[src/rtl/result_mem_writer.sv]
// Drains dot-product results from the result FIFO into consecutive mem3 words.
// Tracks the write pointer, a saturating result count and a sticky wrap flag.
module result_mem_writer #(
   parameter int DATA_WIDTH   = 32,
   parameter int RESULT_WIDTH = 16,
   parameter int ADDR_WIDTH   = 5,
   parameter int MEM_SIZE     = 32,
   parameter int START_ADDR   = 1
) (
   input  logic                    clk,
   input  logic                    rst,
   input  logic                    start,
   input  logic                    clear,
   input  logic                    fifo_empty,
   input  logic [RESULT_WIDTH-1:0] fifo_dout,
   output logic                    fifo_rd_en,
   output logic                    mem_write_en,
   output logic [ADDR_WIDTH-1:0]   mem_write_address,
   output logic [DATA_WIDTH-1:0]   mem_data_in,
   output logic [15:0]             result_count,
   output logic                    wrapped,
   output logic                    busy
);

   // state   | meaning
   // IDLE    | waiting for start with a non-empty FIFO
   // CAPTURE | popped result arrives on fifo_dout this cycle
   // WRITE   | captured result presented to mem3
   typedef enum logic [1:0] {IDLE, CAPTURE, WRITE} state_t;

   localparam logic [ADDR_WIDTH-1:0] START_PTR = ADDR_WIDTH'(START_ADDR);
   localparam logic [ADDR_WIDTH-1:0] LAST_PTR  = ADDR_WIDTH'(MEM_SIZE - 1);

   state_t                  state_q, state_d;
   logic [ADDR_WIDTH-1:0]   ptr_q, ptr_d;
   logic [15:0]             count_q, count_d;
   logic                    wrapped_q, wrapped_d;
   logic [DATA_WIDTH-1:0]   data_q, data_d;

   always_ff @(posedge clk or posedge rst) begin
      if (rst) begin
         state_q   <= IDLE;
         ptr_q     <= START_PTR;
         count_q   <= '0;
         wrapped_q <= 1'b0;
         data_q    <= '0;
      end else begin
         state_q   <= state_d;
         ptr_q     <= ptr_d;
         count_q   <= count_d;
         wrapped_q <= wrapped_d;
         data_q    <= data_d;
      end
   end

   always_comb begin
      // rst gates the pop so a held reset never drains the FIFO
      fifo_rd_en = ((state_q == IDLE) || (state_q == WRITE)) && start &&
                   !fifo_empty && !clear && !rst;
      state_d   = state_q;
      ptr_d     = ptr_q;
      count_d   = count_q;
      wrapped_d = wrapped_q;
      data_d    = data_q;

      case (state_q)
         IDLE: begin
            if (fifo_rd_en) state_d = CAPTURE;
         end
         CAPTURE: begin
            data_d  = DATA_WIDTH'(fifo_dout);
            state_d = WRITE;
         end
         WRITE: begin
            if (ptr_q == LAST_PTR) begin
               ptr_d     = '0;
               wrapped_d = 1'b1;
            end else begin
               ptr_d = ptr_q + 1'b1;
            end
            if (count_q != 16'hFFFF) count_d = count_q + 16'd1;
            state_d = fifo_rd_en ? CAPTURE : IDLE;
         end
         default: state_d = IDLE;
      endcase

      // A clear in WRITE still lets this cycle's strobe reach mem3
      if (clear) begin
         state_d   = IDLE;
         ptr_d     = START_PTR;
         count_d   = '0;
         wrapped_d = 1'b0;
         data_d    = data_q;
      end
   end

   assign mem_write_en      = (state_q == WRITE);
   assign mem_write_address = ptr_q;
   assign mem_data_in       = data_q;
   assign result_count      = count_q;
   assign wrapped           = wrapped_q;
   assign busy              = (state_q != IDLE);

endmodule

[config.mk]
export PLATFORM = sky130hd
export DESIGN_NAME = result_mem_writer
export DESIGN_NICKNAME = d
export VERILOG_FILES = /design/src/rtl/result_mem_writer.sv
export SDC_FILE = /design/constraint.sdc
export NUM_CORES = 1
export LEC_CHECK = 0
export BUFFER_PORTS_ARGS = -buffer_cell sky130_fd_sc_hd__clkbuf_2
export CAP_MARGIN = 20
export CORE_ASPECT_RATIO = 1.2
export CORE_MARGIN = 2
export CORE_UTILIZATION = 35
export CTS_CLUSTER_DIAMETER = 120
export CTS_CLUSTER_SIZE = 20
export DETAILED_ROUTE_END_ITERATION = 12
export GPL_TIMING_DRIVEN = 0
export PLACE_DENSITY = 0.67
export SLEW_MARGIN = 20
export SYNTH_ARGS = -nofsm -noshare
export SYNTH_HDL_FRONTEND = slang
export SYNTH_SLANG_ARGS = --single-unit
[constraint.sdc]
create_clock -name clk -period 2.34 [get_ports clk]
set_clock_uncertainty 0.2 [all_clocks]
set_input_delay 0.468 -clock clk [delete_from_list [all_inputs] [get_ports clk]]
set_output_delay 0.468 -clock clk [all_outputs]
set_load 0.005 [all_outputs]
==> results of run 1 <==
kinds of logic after synthesis:
group / share of synthesized area, %
DFF: 46.06
AOI/OAI and AO/OA: 12.65
buffers and inverters: 9.603
adders and majority gates: 1.725
muxes: 13.46
other: 0.1723
and+or+nand+nor: 16.33
flip-flops by register name, indices dropped and copies added (netlist names):
register,cells
mem_data_in,16
mem_write_address,5
result_count,16
state_q,2
wrapped,1
cell type report:
class / count / area, µm² / area share [%]
plain buffers: 25 / 178.9 / 6.404
clock buffers: 5 / 68.82 / 2.463
clock inverters: 3 / 42.54 / 1.523
inverters: 8 / 30.03 / 1.075
multi-input cells: 142 / 1023 / 36.63
flip-flops and latches: 40 / 1005 / 35.96
well taps: 82 / 102.6 / 3.672
repair buffers: 64 / 342.8 / 12.27
cells in the final DEF (no fill, tap or decap), types with 4 or more instances in the layout:
| cell type | netlist | routed |
|---|---|---|
| o21ai_0 | 4 | 4 |
| clkbuf_8 | 0 | 5 |
| a21oi_1 | 13 | 13 |
| inv_1 | 8 | 7 |
| nor2b_1 | 8 | 8 |
| nor2_1 | 16 | 16 |
| buf_4 | 17 | 18 |
| clkbuf_2 | 0 | 61 |
| mux2_2 | 23 | 23 |
| nand2_1 | 11 | 11 |
| nand3_1 | 4 | 4 |
| dfrtp_1 | 39 | 37 |
| conb_1 | 1 | 16 |
routing by layer:
layer | wire, µm | track usage (%) | vias up
li1 | - | - | 853
met1 | 1994 | 16.27 | 849
met2 | 2287 | 24.40 | 72
met3 | 404 | 4.700 | 9
met4 | 83 | 5.909 | 0
met5 | 0 | 0 | -
synthesized netlist by cell type (all sizes together):
master,instances,share of area (%)
dfrtp,39,45
mux2,26,13
buf,24,7.9
nor2,16,2.8
a21oi,13,3.0
nand2,11,1.9
inv,8,1.4
nor2b,8,2.3
and3,5,1.9
a2111oi,4,4.5
nand3,4,0.92
o21ai,4,0.92
a211oi,3,1.0
ha,3,1.7
nand2b,3,0.98
nand4,3,0.86
nor3,3,0.69
nor4,3,0.86
and4,2,0.81
clkbuf,2,0.35
nor3b,2,0.92
o211ai,2,0.69
a31oi,1,0.29
a41oi,1,0.40
conb,1,0.17
dfstp,1,1.2
nand4b,1,0.40
nor4b,1,0.40
o22ai,1,0.29
o2bb2ai,1,0.40
o311ai,1,0.40
o31ai,1,0.35
o41ai,1,0.40
or2,1,0.29
or4,1,0.35
report_power, final:
part	internal, mW	switching, mW
sequential	0.761	0.0364
combinational	0.137	0.102
clock	0.316	0.254
total	1.21	0.392
per-stage QoR:
stage / TNS [ns] / std cells
after floorplan: 0 / 216
after global placement: -0.4888 / 359
after detailed placement: -0.4676 / 360
after CTS: 0 / 369
after global routing: 0 / 369
final: 0 / 369
final timing paths:
| check | from | endpoint | slack (ns) | cells after the start |
|---|---|---|---|---|
| min in group asynchronous | rst | wrapped$_DFFE_PP0P_ | 0.43 | 3 |
| min | fifo_dout[1] | mem_data_in[1]$_DFFE_PP0P_ | 0.20 | 2 |
| max | clear | fifo_rd_en | 0.07 | 5 |
| max in group asynchronous | rst | mem_write_address[0]$_DFFE_PP1P_ | 1.03 | 4 |
| min reg2reg | state_q[0]$_DFFE_PP0P_ | state_q[0]$_DFFE_PP0P_ | 0.29 | 1 |
| max reg2reg | result_count[1]$_DFFE_PP0P_ | result_count[9]$_DFFE_PP0P_ | 0.11 | 6 |
what timing repair did:
action	CTS	global route
pin swaps	0	0
hold buffers	1	0
gates cloned	0	0
setup endpoints to repair	4	3
resized for setup	4	2
buffers inserted	1	0
hold endpoints to repair	6	0
==> summary.md, run 1 <==
| Metric | Value |
|---|---|
| CP Data Required Time | 1.67 ns |
| Largest net degree at the start of global routing | 35 |
| Pwr Total | 1.604 mW |
| Achievable Freq | 441.0 MHz |
| Clk Latency, worst-skew pair | 0.30 ns |
| Number of CTS-inserted buffers | 5 |
| Placed inst area | 0.002660 mm² |
| CTS tree | built |
| Outcome | finished clean |
| Final WL | 4.769 mm |
| Pre-CTS setup slack | -0.4552 ns |
| Crit path top cell by count | clkbuf_2 |
| Post-layout util | 46.47% |
| Worst slew pin tran | 0.5670 ns |
| Core ar. | 0.006012 mm² |
| Final antenna-violating net count | 0 |
| Critical path type | in2out |
| CTS root buf | clkbuf_8 |
| Crit end category | primary output |
| Maxcap violations | 0 |
| WL per Instance | 12.92 µm |
| Relative slew slack | 62.03% |
| # rows | 31 |
| Max FO, Critical Path | 19 |
| Die area | 0.006866 mm² |
| Clock slew at reported path FFs | 0.08 ns |
| Global-route wire length before repair | 8.093 mm |
| First-pass DRT Iterations | 4 |
| Layout cells sized above 1 | 45.30% |
| Sink Count | 40 |
| Power Density | 574.3 mW/mm² |
| Initial Util | 36.19% |
| VDD IR max | 436.5 µV |
| Max-slew violation count | 0 |
| IO Pins | 78 |
| Tmin final | 2.268 ns |
| Initial antenna violation count | 0 |
| DRC Markers | 0 |
| Synth Instances | 201 |
| CP startpoint kind | input port |
| Top delay family on crit path | buffers and inverters |
| Die width | 75.98 µm |
| Worst min-delay path class | in2reg |
| Via Count | 1783 |
| Fin crit share | 96.91% |
| Die Y | 90.37 µm |
| CP cell instances | clkbuf_2, clkbuf_1, clkbuf_4, nor4_1, clkbuf_2 |
| ANT cells | 0 |
| Max stage delay on crit path | 0.41 ns |
| Synth Cell Area | 0.002176 mm² |
| RePlAce Congestion | 0.8273 |
| Sequential element share of the synthesized area | 46.06% |
| Filler cells | 579 |
| Final setup fails | 0 |
| Hpwl dp | 3.568 mm |
| WP buf/inv | 4 |
| Iteration-0 DRC Markers | 80 |
| Worst hold slack | 0.1980 ns |
| FF+latch count, synth | 40 |
| Yosys Warn Count | 0 |
| Vias in the first global route | 1757 |
| Final Hold Vio Count | 0 |
| Grt ovf | 0 |
| RSZ-0062 raised after global routing | no |
| Port bufs | 61 |
| Layout area overhead | 28.41% |
| Total GRT Usage | 14.23% |
| CP max-delay cell | clkbuf_1 |
| P_leak | 1.360 nW |
| Final setup margin | 0.07222 ns |
| Bufs on Longest Clock Path | 2 |
| Unique cell type count in the Yosys netlist | 43 |
| Crit path DAT | 1.60 ns |
| Vias per cell | 4.832 |
| H-tree Lvls | 2 |
| Net count, final | 310 |
| Post-Layout Inst Area | 0.002794 mm² |
| Synthesized area per cell | 10.83 µm² |
Power figures use the tool's default switching activity.
==> inputs of run 2 (changes only) <==
CTS_BUF_LIST = sky130_fd_sc_hd__clkbuf_2   (was unset)
==> run 2 against run 1 <==
Via count is 1.1% higher. First-iteration DRC count down 33%. Clock power fell by 26%. Power down 9.1%.
==> summary.md, run 2 (synthesis results as in run 1) <==
| Metric | Value |
|---|---|
| Outcome | finished clean |
| Crit end category | register |
| Core ar. | 0.006012 mm² (unchanged) |
| Critical path type | reg2reg |
| Grt ovf | 0 (unchanged) |
| Layout cells sized above 1 | 45.14% (-0.16 points) |
| Relative slew slack | 61.46% (-0.57 points) |
| Most frequent cells in the layout | 66 x clkbuf_2, 37 x dfrtp_1, 23 x mux2_2 |
| Final setup margin | 0.05773 ns (-0.01449 ns) |
| VDD IR max | 378.3 µV (-13%) |
| Maxcap violations | 0 (unchanged) |
| Tmin final | 2.282 ns (+0.01449 ns) |
| CTS tree | built |
| Total GRT Usage | 14.13% (-0.11 points) |
| Worst r2r dst | result_count[9]$_DFFE_PP0P_ |
| Iteration-0 DRC Markers | 54 (-33%) |
| Worst slew pin tran | 0.5756 ns (+0.008547 ns) |
| WL per Instance | 12.79 µm (-1.0%) |
| Layout area overhead | 26.74% |
| Worst min-delay path class | in2reg |
| Max-slew violation count | 0 (unchanged) |
| RSZ-0062 raised after global routing | no |
| GR Util met1 | 16.02% (-0.25 points) |
| IO Pins | 78 (unchanged) |
| Grt met2 use | 24.70% (+0.30 points) |
| Commonest non-fill, non-tap cell in the layout | clkbuf_2 |
| Die width | 75.98 µm (unchanged) |
| Achievable Freq | 438.2 MHz (-0.63%) |
| P_leak | 1.349 nW (-0.82%) |
| Clk Latency, worst-skew pair | 0.41 ns (+0.11 ns) |
| Final setup fails | 0 (unchanged) |
| Final Hold Vio Count | 0 (unchanged) |
| Die Y | 90.37 µm (unchanged) |
| Placed inst area | 0.002660 mm² (unchanged) |
| Global-route wire length before repair | 8.079 mm (-0.17%) |
| Worst reg2reg path depth | 6 (unchanged) |
| Number of CTS-inserted buffers | 5 (unchanged) |
| CP cell instances | ha_1, and4_1, and3_4, buf_6, a2111oi_4, mux2_1 |
| Met3 usage | 4.700% (unchanged) |
| FF-to-FF setup slack | 0.06 ns (-0.05 ns) |
| Gr busiest metal | met2 |
| CP max-delay cell | dfrtp_2 |
| CTS root buf | clkbuf_2 |
| RePlAce Congestion | 0.8273 (unchanged) |
| # rows | 31 (unchanged) |
| Fin crit share | 97.53% (+0.62 points) |
| Vias per cell | 4.870 (+0.79%) |
| Net count, final | 311 (+0.32%) |
| Clock slew at reported path FFs | 0.22 ns (+0.14 ns) |
| ANT cells | 0 (unchanged) |
| CP Data Required Time | 2.47 ns (+0.80 ns) |
| Max stage delay on crit path | 0.45 ns (+0.04 ns) |
| Post-Layout Inst Area | 0.002758 mm² (-1.3%) |
| Worst Hold End | mem_data_in[1]$_DFFE_PP0P_ |
| Worst Hold Depth | 2 (unchanged) |
| Top delay family on crit path | simple AND/OR/NAND/NOR gates |
| Vias in the first global route | 1781 (+1.4%) |
| H-tree Lvls | 2 (unchanged) |
| WP buf/inv | 1 (-3) |
| Sink Count | 40 (unchanged) |
| Reg2reg start | result_count[0]$_DFFE_PP0P_ |
| Critical Path Source | result_count[0]$_DFFE_PP0P_ |
| Via Count | 1802 (+1.1%) |
| Min-delay src | fifo_dout[1] |
| Hpwl dp | 3.568 mm (unchanged) |
| CP startpoint kind | register |
| Final WL | 4.734 mm (-0.73%) |
| Largest net degree at the start of global routing | 35 (unchanged) |
| DRC Markers | 0 (unchanged) |
| Initial Util | 36.19% (unchanged) |
| Bufs on Longest Clock Path | 2 (unchanged) |
| Initial antenna violation count | 0 (unchanged) |
| Pre-CTS setup slack | -0.4552 ns (unchanged) |
| First-pass DRT Iterations | 4 (unchanged) |
| Max FO, Critical Path | 10 (-9) |
| Final antenna-violating net count | 0 (unchanged) |
| Crit path DAT | 2.41 ns (+0.81 ns) |
| Die area | 0.006866 mm² (unchanged) |
| Power Density | 529.0 mW/mm² (-7.9%) |
| Port bufs | 61 (unchanged) |
[run 2: changes by cell type in the layout (fill, tap and decap cells not counted)]
cell,before,now
buf_4,18,19
clkbuf_8,5,0
and4_1,1,2
clkbuf_4,1,2
buf_2,2,1
and4_4,1,0
clkbuf_2,61,66
[run 2: routing by layer]
layer,vias to the layer above,wire length (µm)
met1,862,1978
li1,860,-
met3,8,418
met2,72,2261
met5,-,0
met4,0,75
[run 2: how the worst max path moves through the flow]
stage                     cells after the start                           to  slack [ns]
after floorplan                               6  result_count[7]$_DFFE_PP0P_        0.14
after global placement                        6                   fifo_rd_en       -0.47
after detailed placement                      6                   fifo_rd_en       -0.46
after CTS                                     6  result_count[9]$_DFFE_PP0P_       0.004
after global routing                          4                 mem_write_en       0.004
final                                         6  result_count[9]$_DFFE_PP0P_        0.06
[run 2: layout make-up]
| type | count | area, µm² |
|---|---|---|
| fillers | 579 | 3254 |
| repair buffers | 65 | 350.3 |
| inverters | 8 | 30.03 |
| multi-input cells | 142 | 1021 |
| well taps | 82 | 102.6 |
| clock inverters | 3 | 42.54 |
| clock buffers | 5 | 25.02 |
| flip-flops and latches | 40 | 1005 |
| plain buffers | 25 | 181.4 |
[run 2: timing repair]
item / in CTS / in global routing
gates resized for setup: 3 / 2
buffers inserted: 1 / 1
endpoints found under the setup margin: 4 / 5
pin swaps: 0 / 0
hold endpoints to repair: 39 / 0
hold buffers: 1 / 0
[run 2: through the flow]
stage	total power [mW]	cells	setup TNS, ns	hold WS, ns	util (%)
finish	1.459	370	0	0.06889	45.87
global route	1.537	370	0	0.03835	45.87
CTS	1.480	369	0	0.04893	45.68
detailed placement	1.051	360	-0.4676	0.1980	44.25
global placement	1.038	359	-0.4888	0.2779	43.91
floorplan	0.9338	216	0	0.2493	-
[run 2: where the power goes]
group | switching (mW) | internal [mW] | total [mW]
combinational | 0.103 | 0.138 | 0.240
clock | 0.243 | 0.178 | 0.422
sequential | 0.0359 | 0.761 | 0.797
[run 2: worst register-to-register path, stage by stage (launching register included)]
cell and delay, ns:
dfrtp_2 0.45, ha_1 0.22, and4_1 0.29, and3_4 0.18, buf_6 0.15, a2111oi_4 0.38
mux2_1 0.35
==> inputs of run 3 (changes only) <==
PLACE_DENSITY = unset   (was 0.67)
PLACE_DENSITY_LB_ADDON = 0.05   (was unset)
==> run 3 against run 2 <==
Combinational power grew 3%. Highest routed layer unchanged. Non-clock buffer count increased by 1. Critical path depth shrank 2. First-iteration DRC count is 7.4% higher. Global-route usage increased by 1.1 points. Sequential share of layout area down 0.30 points. Final cell count up 0.27%. Count of clock-buffer cells in the layout did not move. Via count fell by 1.5%. Worst setup slack better by 0.058 ns. Largest cell class unchanged. Sequential power about the same. Largest power group unchanged.
==> summary.md, run 3 (synthesis results as in run 1) <==
| Metric | Value |
|---|---|
| Net count, final | 312 (+0.32%) |
| Filler cells | 601 (+3.8%) |
| CTS root buf | clkbuf_2 |
| Worst hold slack | 0.08458 ns (+0.01569 ns) |
| Port bufs | 61 (unchanged) |
| Final WL | 4.959 mm (+4.8%) |
| H-tree Lvls | 2 (unchanged) |
| # rows | 31 (unchanged) |
| Iteration-0 DRC Markers | 58 (+7.4%) |
| Clock group share of total power | 28.1% (-0.8 points) |
| Clk Latency, worst-skew pair | 0.41 ns (about the same) |
| Reg area | 0.001005 mm² (unchanged) |
| Crit end category | primary output |
| Internal | 1.075 mW (-0.21%) |
| Crit path top cell by count | clkbuf_2 |
| Critical path type | in2out |
| CP max-delay cell | dlygate4sd3_1 |
| CP startpoint kind | input port |
| Power Density | 521.0 mW/mm² (-1.5%) |
| Final setup fails | 0 (unchanged) |
| Sequential Power Share | 54.9% (+0.3 points) |
| Layout cells sized above 1 | 45.67% (+0.54 points) |
| Total GRT Usage | 15.18% (+1.1 points) |
| Max-slew violation count | 0 (unchanged) |
| Die Y | 90.37 µm (unchanged) |
| Sink Count | 40 (unchanged) |
| Layout area overhead | 27.77% |
| VDD IR max | 336.0 µV (-11%) |
| Maxcap violations | 0 (unchanged) |
| Via Count | 1775 (-1.5%) |
| CP Data Required Time | 1.67 ns (-0.80 ns) |
| Combinational power share | 17.0% (+0.5 points) |
| Commonest non-fill, non-tap cell in the layout | clkbuf_2 |
| Tmin final | 2.224 ns (-0.05818 ns) |
| Initial Util | 36.19% (unchanged) |
| RSZ-0062 raised after global routing | no |
| Outcome | finished clean |
| Core ar. | 0.006012 mm² (unchanged) |
| RePlAce Congestion | 0.7367 (-11%) |
| P_leak | 1.361 nW (+0.93%) |
| Relative slew slack | 59.71% (-1.8 points) |
| Global-route wire length before repair | 8.493 mm (+5.1%) |
| IO Pins | 78 (unchanged) |
| Most frequent cells in the layout | 66 x clkbuf_2, 37 x dfrtp_1, 23 x mux2_2 |
| Hpwl dp | 3.731 mm (+4.6%) |
| CTS tree | built |
| First-pass DRT Iterations | 4 (unchanged) |
| Final antenna-violating net count | 0 (unchanged) |
| Initial antenna violation count | 0 (unchanged) |
| Die width | 75.98 µm (unchanged) |
| DRC Markers | 0 (unchanged) |
| Achievable Freq | 449.6 MHz (+2.6%) |
| WP buf/inv | 3 (+2) |
| Fin crit share | 95.05% (-2.5 points) |
| Max stage delay on crit path | 0.54 ns (+0.09 ns) |
| Grt ovf | 0 (unchanged) |
| FF-to-FF setup slack | 0.13 ns (+0.07 ns) |
| Vias per cell | 4.784 (-1.8%) |
| Die area | 0.006866 mm² (unchanged) |
| CP cell instances | dlygate4sd3_1, clkbuf_2, nor4_2, clkbuf_2 |
| Worst slew pin tran | 0.6017 ns (+0.02619 ns) |
| Worst min-delay path class | in2reg |
| Max FO, Critical Path | 3 (-7) |
| Switch share | 25.81% (-0.37 points) |
| Post-layout util | 46.24% (+0.37 points) |
| Footprint of the multi-input gates | 0.001035 mm² (+1.3%) |
| Clock slew at reported path FFs | 0.20 ns (-0.02 ns) |
| Final Hold Vio Count | 0 (unchanged) |
| Net Switching | 0.3739 mW (-2.1%) |
| Bufs on Longest Clock Path | 2 (unchanged) |
| WL per Instance | 13.37 µm (+4.5%) |
| Number of CTS-inserted buffers | 5 (unchanged) |
| ANT cells | 0 (unchanged) |
| Crit path DAT | 1.56 ns (-0.85 ns) |
| Largest net degree at the start of global routing | 22 (-37%) |
| Top delay family on crit path | buffers and inverters |
| Vias in the first global route | 1769 (-0.67%) |
run 3: area by class of cell:
type | count | area share (%)
Multi-Input combinational cell | 142 | 37.22
Sequential cell | 40 | 36.14
Timing Repair Buffer | 66 | 13.14
Buffer | 25 | 6.481
Tap cell | 82 | 3.690
Clock inverter | 3 | 1.350
Inverter | 8 | 1.080
Clock buffer | 5 | 0.9001
run 3: per-stage QoR:
step | cell area, µm² | worst slack [ns] | cells | setup TNS, ns | power (mW)
6_report | 2780 | 0.1159 | 371 | 0 | 1.448
3_3_place_gp | 2640 | -0.5591 | 359 | -1.439 | 1.044
5_1_grt | 2780 | 0.01511 | 371 | 0 | 1.534
3_5_place_dp | 2668 | -0.5616 | 360 | -1.274 | 1.055
2_1_floorplan | 2232 | 0.1438 | 216 | 0 | 0.9338
4_1_cts | 2756 | 0.01722 | 370 | 0 | 1.473
run 3: layer usage:
layer | global-route usage (%) | up-vias | share of wire, %
li1 | - | 861 | -
met1 | 18.82 | 851 | 43
met2 | 26.12 | 58 | 49
met3 | 4.100 | 5 | 6.7
met4 | 4.091 | 0 | 1.3
met5 | 0 | - | 0
run 3: power groups by stage:
stage | clock network (mW) | logic, mW | registers [mW]
after floorplan | 0 | 0.119 | 0.814
after global placement | 0 | 0.234 | 0.810
after detailed placement | 0 | 0.246 | 0.809
after CTS | 0.426 | 0.249 | 0.797
after global routing | 0.452 | 0.273 | 0.808
final | 0.407 | 0.246 | 0.796
run 3: what timing repair did:
action | in CTS | in global routing
buffers inserted | 2 | 1
endpoints found under the setup margin | 5 | 6
gates resized for setup | 4 | 6
endpoints found under the hold margin | 19 | 0
hold buffers | 1 | 0
run 3: worst paths after layout:
kind | start | endpoint | depth (start not counted)
worst max-delay path | rst | fifo_rd_en | 4
worst min-delay path | fifo_dout[13] | mem_data_in[13]$_DFFE_PP0P_ | 2
worst max register to register | result_count[1]$_DFFE_PP0P_ | result_count[9]$_DFFE_PP0P_ | 6
worst min register to register | result_count[10]$_DFFE_PP0P_ | result_count[10]$_DFFE_PP0P_ | 1
max in group asynchronous | rst | mem_write_address[0]$_DFFE_PP1P_ | 4
min in group asynchronous | rst | result_count[13]$_DFFE_PP0P_ | 3
